==> config.mk <==
export PLATFORM = sky130hd
export DESIGN_NAME = result_serializer
export DESIGN_NICKNAME = d
export VERILOG_FILES = /design/src/rtl/result_serializer.sv
export SDC_FILE = /design/constraint.sdc
export NUM_CORES = 1
export LEC_CHECK = 0
export ABC_AREA = 1
export CAP_MARGIN = 20
export CORE_MARGIN = 3
export CORE_UTILIZATION = 40
export DETAILED_ROUTE_END_ITERATION = 12
export PLACE_DENSITY = 0.69
export SETUP_SLACK_MARGIN = 0.02
export SYNTH_ARGS = -nofsm -noshare
export SYNTH_HDL_FRONTEND = slang
export SYNTH_SLANG_ARGS = --single-unit
export TNS_END_PERCENT = 5
==> constraint.sdc <==
create_clock -name clk -period 2.17 [get_ports clk]
set_input_delay 0.651 -clock clk [delete_from_list [all_inputs] [get_ports clk]]
set_output_delay 0.651 -clock clk [all_outputs]
set_load 0.02 [all_outputs]
==> src/rtl/result_serializer.sv <==
// Streams a snapshot of the 3x3 result matrix as a framed byte stream:
// SYNC byte, 3 little-endian bytes per element, then an XOR checksum byte.
module result_serializer #(
  parameter int          NUM_ELEM  = 9,
  parameter int          ELEM_W    = 18,
  parameter logic [7:0]  SYNC_BYTE = 8'hA5
) (
  input  logic                         clk,
  input  logic                         reset,
  input  logic                         enable,
  input  logic [NUM_ELEM*ELEM_W-1:0]   c_flat,
  input  logic                         out_ready,
  output logic [7:0]                   out_data,
  output logic                         out_valid,
  output logic                         done
);

  localparam int NB    = 3 * NUM_ELEM;
  localparam int IDX_W = $clog2(NB + 2);
  // idx is the position of the byte on out_data: 0 = SYNC, 1..NB = data, NB+1 = checksum
  localparam logic [IDX_W-1:0] LAST_IDX = IDX_W'(NB + 1);
  localparam logic [IDX_W-1:0] CSUM_PRE = IDX_W'(NB);

  typedef enum logic [1:0] {IDLE, SEND, FINISH} state_t;

  state_t                       state;
  logic [IDX_W-1:0]             idx;
  logic [7:0]                   checksum;
  logic [NUM_ELEM*ELEM_W-1:0]   snapshot;

  logic [7:0]                   data_bytes [NB];
  logic [7:0]                   csum_acc;
  logic [7:0]                   next_byte;

  always_comb begin
    for (int unsigned k = 0; k < NUM_ELEM; k++) begin
      data_bytes[3*k]   = snapshot[k*ELEM_W +: 8];
      data_bytes[3*k+1] = snapshot[k*ELEM_W+8 +: 8];
      data_bytes[3*k+2] = '0;
      data_bytes[3*k+2][ELEM_W-17:0] = snapshot[k*ELEM_W+16 +: ELEM_W-16];
    end
  end

  // SYNC (idx 0) is excluded from the checksum; data byte idx maps to data_bytes[idx-1],
  // so the byte to present after accepting idx is data_bytes[idx].
  always_comb begin
    csum_acc  = (idx != '0) ? (checksum ^ out_data) : checksum;
    next_byte = (idx == CSUM_PRE) ? csum_acc : data_bytes[idx];
  end

  always_ff @(posedge clk) begin
    if (reset) begin
      state     <= IDLE;
      out_data  <= '0;
      out_valid <= 1'b0;
      done      <= 1'b0;
      idx       <= '0;
      checksum  <= '0;
      snapshot  <= '0;
    end else begin
      case (state)
        IDLE: begin
          done <= 1'b0;
          if (enable) begin
            snapshot  <= c_flat;
            out_data  <= SYNC_BYTE;
            out_valid <= 1'b1;
            idx       <= '0;
            checksum  <= '0;
            state     <= SEND;
          end
        end
        SEND: begin
          if (!enable) begin
            state     <= IDLE;
            out_valid <= 1'b0;
            out_data  <= '0;
            idx       <= '0;
          end else if (out_valid && out_ready) begin
            if (idx == LAST_IDX) begin
              state     <= FINISH;
              out_valid <= 1'b0;
              out_data  <= '0;
              done      <= 1'b1;
            end else begin
              idx      <= idx + 1'b1;
              checksum <= csum_acc;
              out_data <= next_byte;
            end
          end
        end
        FINISH: begin
          done <= 1'b0;
          if (!enable) state <= IDLE;
        end
        default: state <= IDLE;
      endcase
    end
  end

endmodule

---- After elaboration in Yosys (flattened, before gate mapping) ----
Cells that the tools add are included.
cells by class
  add/sub/neg operators ................... 1
  $lt $le $gt $ge ......................... 1
  eq/ne operators ......................... 13
  multiplexer cells ....................... 35
  bitwise gates (word level) .............. 2
  reduce and logical (&&, ||, !) cells .... 13
operator list
  operator                                                         number
  8-bit 2-to-1 mux                                                 12
  8-bit binary-select mux with 5-bit select                        1
  8-bit one-hot mux with 2 select lines                            2
  5-bit 2-to-1 mux                                                 4
  4-bit AND reduction                                              4
  2-bit != test, second input constant                             6
  5-bit == test, second input constant                             2
  2-bit 2-to-1 mux                                                 5
  5-bit one-hot mux with 2 select lines                            1
  3-bit != test, second input constant                             3
  8-bit bitwise XOR                                                1
  1-bit 2-to-1 mux                                                 7
  6-bit greater-or-equal comparator, second input constant         1
  5-bit inverter with 6-bit output                                 1
  2-bit one-hot mux with 3 select lines                            1
  5-bit by 1-bit adder with 5-bit output, second input constant    1
  5-bit AND reduction                                              1
  5-bit nonzero test                                               1
  1-bit one-hot mux with 2 select lines                            2
  2-bit nonzero test                                               2
  3-bit AND reduction                                              1
  2-bit by 1-bit == test with 1-bit output, second input constant  1
  2-bit == test, second input constant                             1
  2-bit logical NOT                                                1
  other kinds (3)                                                  3
storage, ports and cells
  bits in registers ....................... 187
  bits of input ports ..................... 166
  output and inout bits ................... 10
  word-level logic and storage cells ...... 72

---- Longest topological paths before layout ----
  word-level depth ........................ 9
  mapped depth ............................ 15
  mapped depth without buffers ............ 13

---- Worst setup path after synthesis ----
No wires, ideal clock.
  path kind ............................... flip-flop to flip-flop
  from .................................... register idx[1]
  to ...................................... register idx[3]
  setup time .............................. 0.134 ns
  arrival time ............................ 1.635 ns
  data required time ...................... 2.036 ns
  setup slack ............................. 0.401 ns
  cell stages (with the launch flop) ...... 12
  buffers on the path ..................... 2
  clock period less this slack ............ 1.769 ns
  path through ............................ dfxtp_1 -> buf_6 -> inv_4 -> buf_2 -> ha_1 -> nand3_2 -> nor2_2 -> inv_2 -> o21ai_4 -> nor2_1 -> nor2_1 -> nor3_2
between the ends
  cells in the longest elaborated chain, start to end .. 5
  elaborated cells between the ends (all ways) .. 8
  classes of those cells .................. add/sub: 1; eq/ne: 2; mux: 4; reduce/logical: 1
RTL lines
  item                                    RTL line  source
  start, declared                         27        logic [IDX_W-1:0] idx;
  start signal, assigned                  86        idx <= idx + 1'b1;
  5-bit by 1-bit adder with 5-bit output  86
  5-bit 2-to-1 mux                        80        if (idx == LAST_IDX) begin
  5-bit 2-to-1 mux                        79        end else if (out_valid && out_ready) begin
  5-bit 2-to-1 mux                        74        if (!enable) begin
  5-bit one-hot mux with 2 select lines   61        case (state)
Parallel ways exist; a longest one is shown, timed or not. The select of a mux whose other input is x is not followed.
A chain may end at the register's enable or synchronous reset.

---- Worst setup path after layout ----
  from .................................... register out_data[6]
  to ...................................... output port out_data[6]
RTL lines
  item                    RTL line  source
  start, declared         13        output logic [7:0] out_data,
  start signal, assigned  88        out_data <= next_byte;
No word-level cell between the ends.

==> impl_metrics.py <==
metrics = {
    "place": {
        "portBuffers": 175,
        "place_area_mm2": 0.0106,
        "gp_congestion": 0.847,
        "hpwl_um": 18300,
        "pre_cts_slack_ns": -0.119,
    },
    "sta": {
        "setup-violations-final": 0,
        "tns_ns": 0,
        "hold_violations": 0,
        "rsz0062_at_grt": "false",
        "slew-limit-headroom_pct": 65.9,
        "drv_slew": 0,
        "post-route-period-util_pct": 96.5,
        "fmax_mhz": 478,
        "fin_worst_skew_ns": 0.00594,
        "period_minus_slack_ns": 2.09,
        "hold_slack_ns": 0.454,
        "tightestPinTransition_ns": 0.511,
        "worst_slack_ns": 0.0768,
    },
    "yosys": {
        "netlist_instances": 1263,
        "synth.cell_area_mm2": 0.00852,
        "synth_cell_types": 34,
        "synth_adder_area_share_pct": 0.294,
        "synth_top_family_by_area": "simple AND/OR/NAND/NOR gates",
        "yosys-top-cells-area": "dfxtp_1, nor2_1, nand2_1",
        "yosysSeqAreaShare_pct": 44.0,
        "yosys_warnings": 0,
        "synth-compound-area-share_pct": 14.9,
        "synthArstFlopShare_pct": 0,
        "synth_top_area_share_pct": 44.0,
        "synth_mux_area_share_pct": 0,
        "yosys.area_share.simple_pct": 33.0,
        "synthFlopType": "dfxtp_1",
        "synth_edf_count": 0,
        "avgSynthCellArea_um2": 6.74,
        "yosysTopAreaCell": "dfxtp_1",
        "ys_ff_latch": 187,
        "synth_xor_area_share_pct": 0.823,
        "syn-num-nets": 1431,
    },
    "final_layout": {
        "design_area_mm2": 0.0113,
        "drive_above_1_share_pct": 7.41,
        "nets": 1586,
        "syn2layout_area_growth_pct": 32.6,
    },
    "cts": {
        "cts_htree_levels": 4,
        "cts.clk_slew.worst_paths_ns": 0.06,
        "clk_path_buf_depth": 2,
        "ctsRootBufferMaster": "clkbuf_16",
        "clock_latency_ns": 0.43,
        "cts_inserted_buffers": 17,
        "tritoncts": "yes",
        "hold_buffers": 0,
        "cts_sinks": 187,
    },
    "pwr": {
        "clkPwrFrac_pct": 35.5,
        "switchingPower_mw": 2.90,
        "p_seq_share_pct": 41.6,
        "p_int_mw": 6.90,
        "p_leak_nw": 4.70,
        "swShare_pct": 29.6,
        "p_comb_share_pct": 22.9,
        "power.density_mw_per_mm2": 868,
        "power_mw": 9.80,
        "vdd_drop_max_uv": 560,
    },
    "floorplan": {
        "coreArea_mm2": 0.0206,
        "dieArea_mm2": 0.0231,
        "std_cell_rows": 52,
        "initial_core_util_pct": 41.4,
        "die_x_um": 152,
        "dieHeight_um": 152,
        "ios": 176,
    },
    "worst_setup_path": {
        "path_buf_inv": 1,
        "cp.required_ns": 1.52,
        "critPathArrivalTime_ns": 1.44,
        "crit_fanout": 3,
        "critPathKind": "register to primary output",
        "max_stage_delay_ns": 0.63,
        "path_cells": "clkdlybuf4s50_1",
        "cp_top_family": "buffers and inverters",
        "start_kind": "register",
        "cpMaxStageDelayCell": "clkdlybuf4s50_1",
        "cp-end-kind": "primary output",
    },
    "detailed_routing": {
        "ant_nets": 0,
        "first_iter_violations": 715,
        "viasPerCell": 4.97,
        "drt-pass1-iter-count": 5,
        "remaining_drc_errors": 0,
        "dr_total_vias": 8459,
        "post_drt_wl_per_cell_um": 15.1,
        "drt_wl_total_um": 25700,
    },
    "grt": {
        "grt_pass1_vias": 8110,
        "grt_max_degree": 83,
        "gr-max-usage-layer": "met2",
        "met2_usage_pct": 35.5,
        "grt_overflow": 0,
        "grt_use_met1_pct": 29.0,
        "grt_first_pass_wirelength_um": 41200,
        "use_met3_pct": 4.72,
        "grtUsageTotal_pct": 21.6,
        "antenna_found_initial": 2,
    },
    "run_status": {
        "outcome": "finished clean",
    },
    "run": {
        "max_cap_violations": 0,
    },
    "hold_path": {
        "hold_class": "register to register",
    },
}
## routing by layer
layer  wire length (µm)  up-vias  share of wire, %
met3               1370       32               5.3
met1              11800     3852                46
met5                 20        -             0.078
met2              12100      246                47
li1                   -     4327                 -
met4                454        2               1.8
## state kept, by name (all words and copies together), names as in the netlist
| name | cells |
|---|---|
| checksum | 8 |
| done | 1 |
| idx | 5 |
| out_data | 8 |
| out_valid | 1 |
| snapshot | 162 |
| state | 2 |
## repair_timing
item,4_1_cts,5_1_grt
setup buffers,0,0
endpoints found under the hold margin,0,0
setup endpoints to repair,0,10
resized for setup,0,2
## synth_stat cells, types with 6 or more instances
library cell / n
nand4_1: 7
buf_6: 6
buf_2: 28
xnor2_1: 8
a21oi_1: 44
inv_1: 41
buf_4: 7
nand3_1: 47
o211ai_1: 6
o21ai_1: 13
dfxtp_1: 187
inv_2: 6
nor2_1: 317
nand2_1: 297
o21ai_0: 175
clkbuf_1: 36
## stage by stage
stage / std cells / utilization [%]
2_1_floorplan: 1263 / -
3_3_place_gp: 1669 / 51.7
3_5_place_dp: 1669 / 51.7
4_1_cts: 1700 / 54.9
5_1_grt: 1701 / 54.9
6_report: 1701 / 54.9
## layout by cell type (no fill, tap or decap)
cell type and instances:
o211ai_1 6, nand3_1 47, nor3_2 1, o21ai_1 13, a21oi_1 44, nor2_1 316, o21ai_4 1, nor3_1 4
a21oi_2 3, clkinv_4 3, nor2_4 1, clkinv_2 6, xnor2_1 8, clkdlybuf4s50_1 175, dfxtp_1 186, or2_0 5
clkbuf_8 3, nand3_2 2, nand4_1 7, nor2_8 3, nand2_4 2, buf_4 30, nor2_2 6, buf_12 9
dfxtp_4 1, o21ai_0 175, clkbuf_16 17, a211oi_2 1, inv_1 39, nand2_2 2, o311ai_0 1, diode_2 1
nand2_1 296, inv_2 6, bufinv_16 5, nand3_4 1, ha_1 2, inv_4 3
## layout make-up
cell class | count | area [µm²]
Inverter | 51 | 203
Multi-Input combinational cell | 947 | 4180
Timing Repair Buffer | 214 | 2160
Clock inverter | 11 | 191
Antenna cell | 1 | 2.50
Clock buffer | 20 | 467
Fill cell | 2056 | 9270
Sequential cell | 187 | 3750
Tap cell | 270 | 338
## logic make-up after synthesis
family                     count (synthesis)
and+or+nand+nor                          693
AOI/OAI and AO/OA                        244
DFF                                      187
buffers and inverters                    129
xor gates and xnor gates                   8
adders and majority gates                  2
## worst paths after layout
check,slack [ns],start,endpoint,depth (start not counted)
hold reg to reg,0.45,snapshot[68]$_SDFFE_PP0P_,snapshot[68]$_SDFFE_PP0P_,2
setup / recovery,0.08,out_data[6]$_SDFFE_PP0P_,out_data[6],1
setup reg to reg,0.24,idx[0]$_SDFFE_PP0P_,out_data[2]$_SDFFE_PP0P_,12
hold / removal,0.45,snapshot[68]$_SDFFE_PP0P_,snapshot[68]$_SDFFE_PP0P_,2
## worst min-delay path, stage by stage (launching register included)
cell and delay [ns]:
dfxtp_1 0.30, inv_1 0.06, a21oi_1 0.05
## power groups by stage
stage,clock (mW),combinational (mW),sequential [mW]
after floorplan,0,1.38,4.10
after global placement,0,2.21,4.13
after detailed placement,0,2.23,4.15
after CTS,3.53,2.25,4.07
after global routing,3.66,2.51,4.12
final,3.48,2.24,4.07
(Power assumes the default switching activity.)
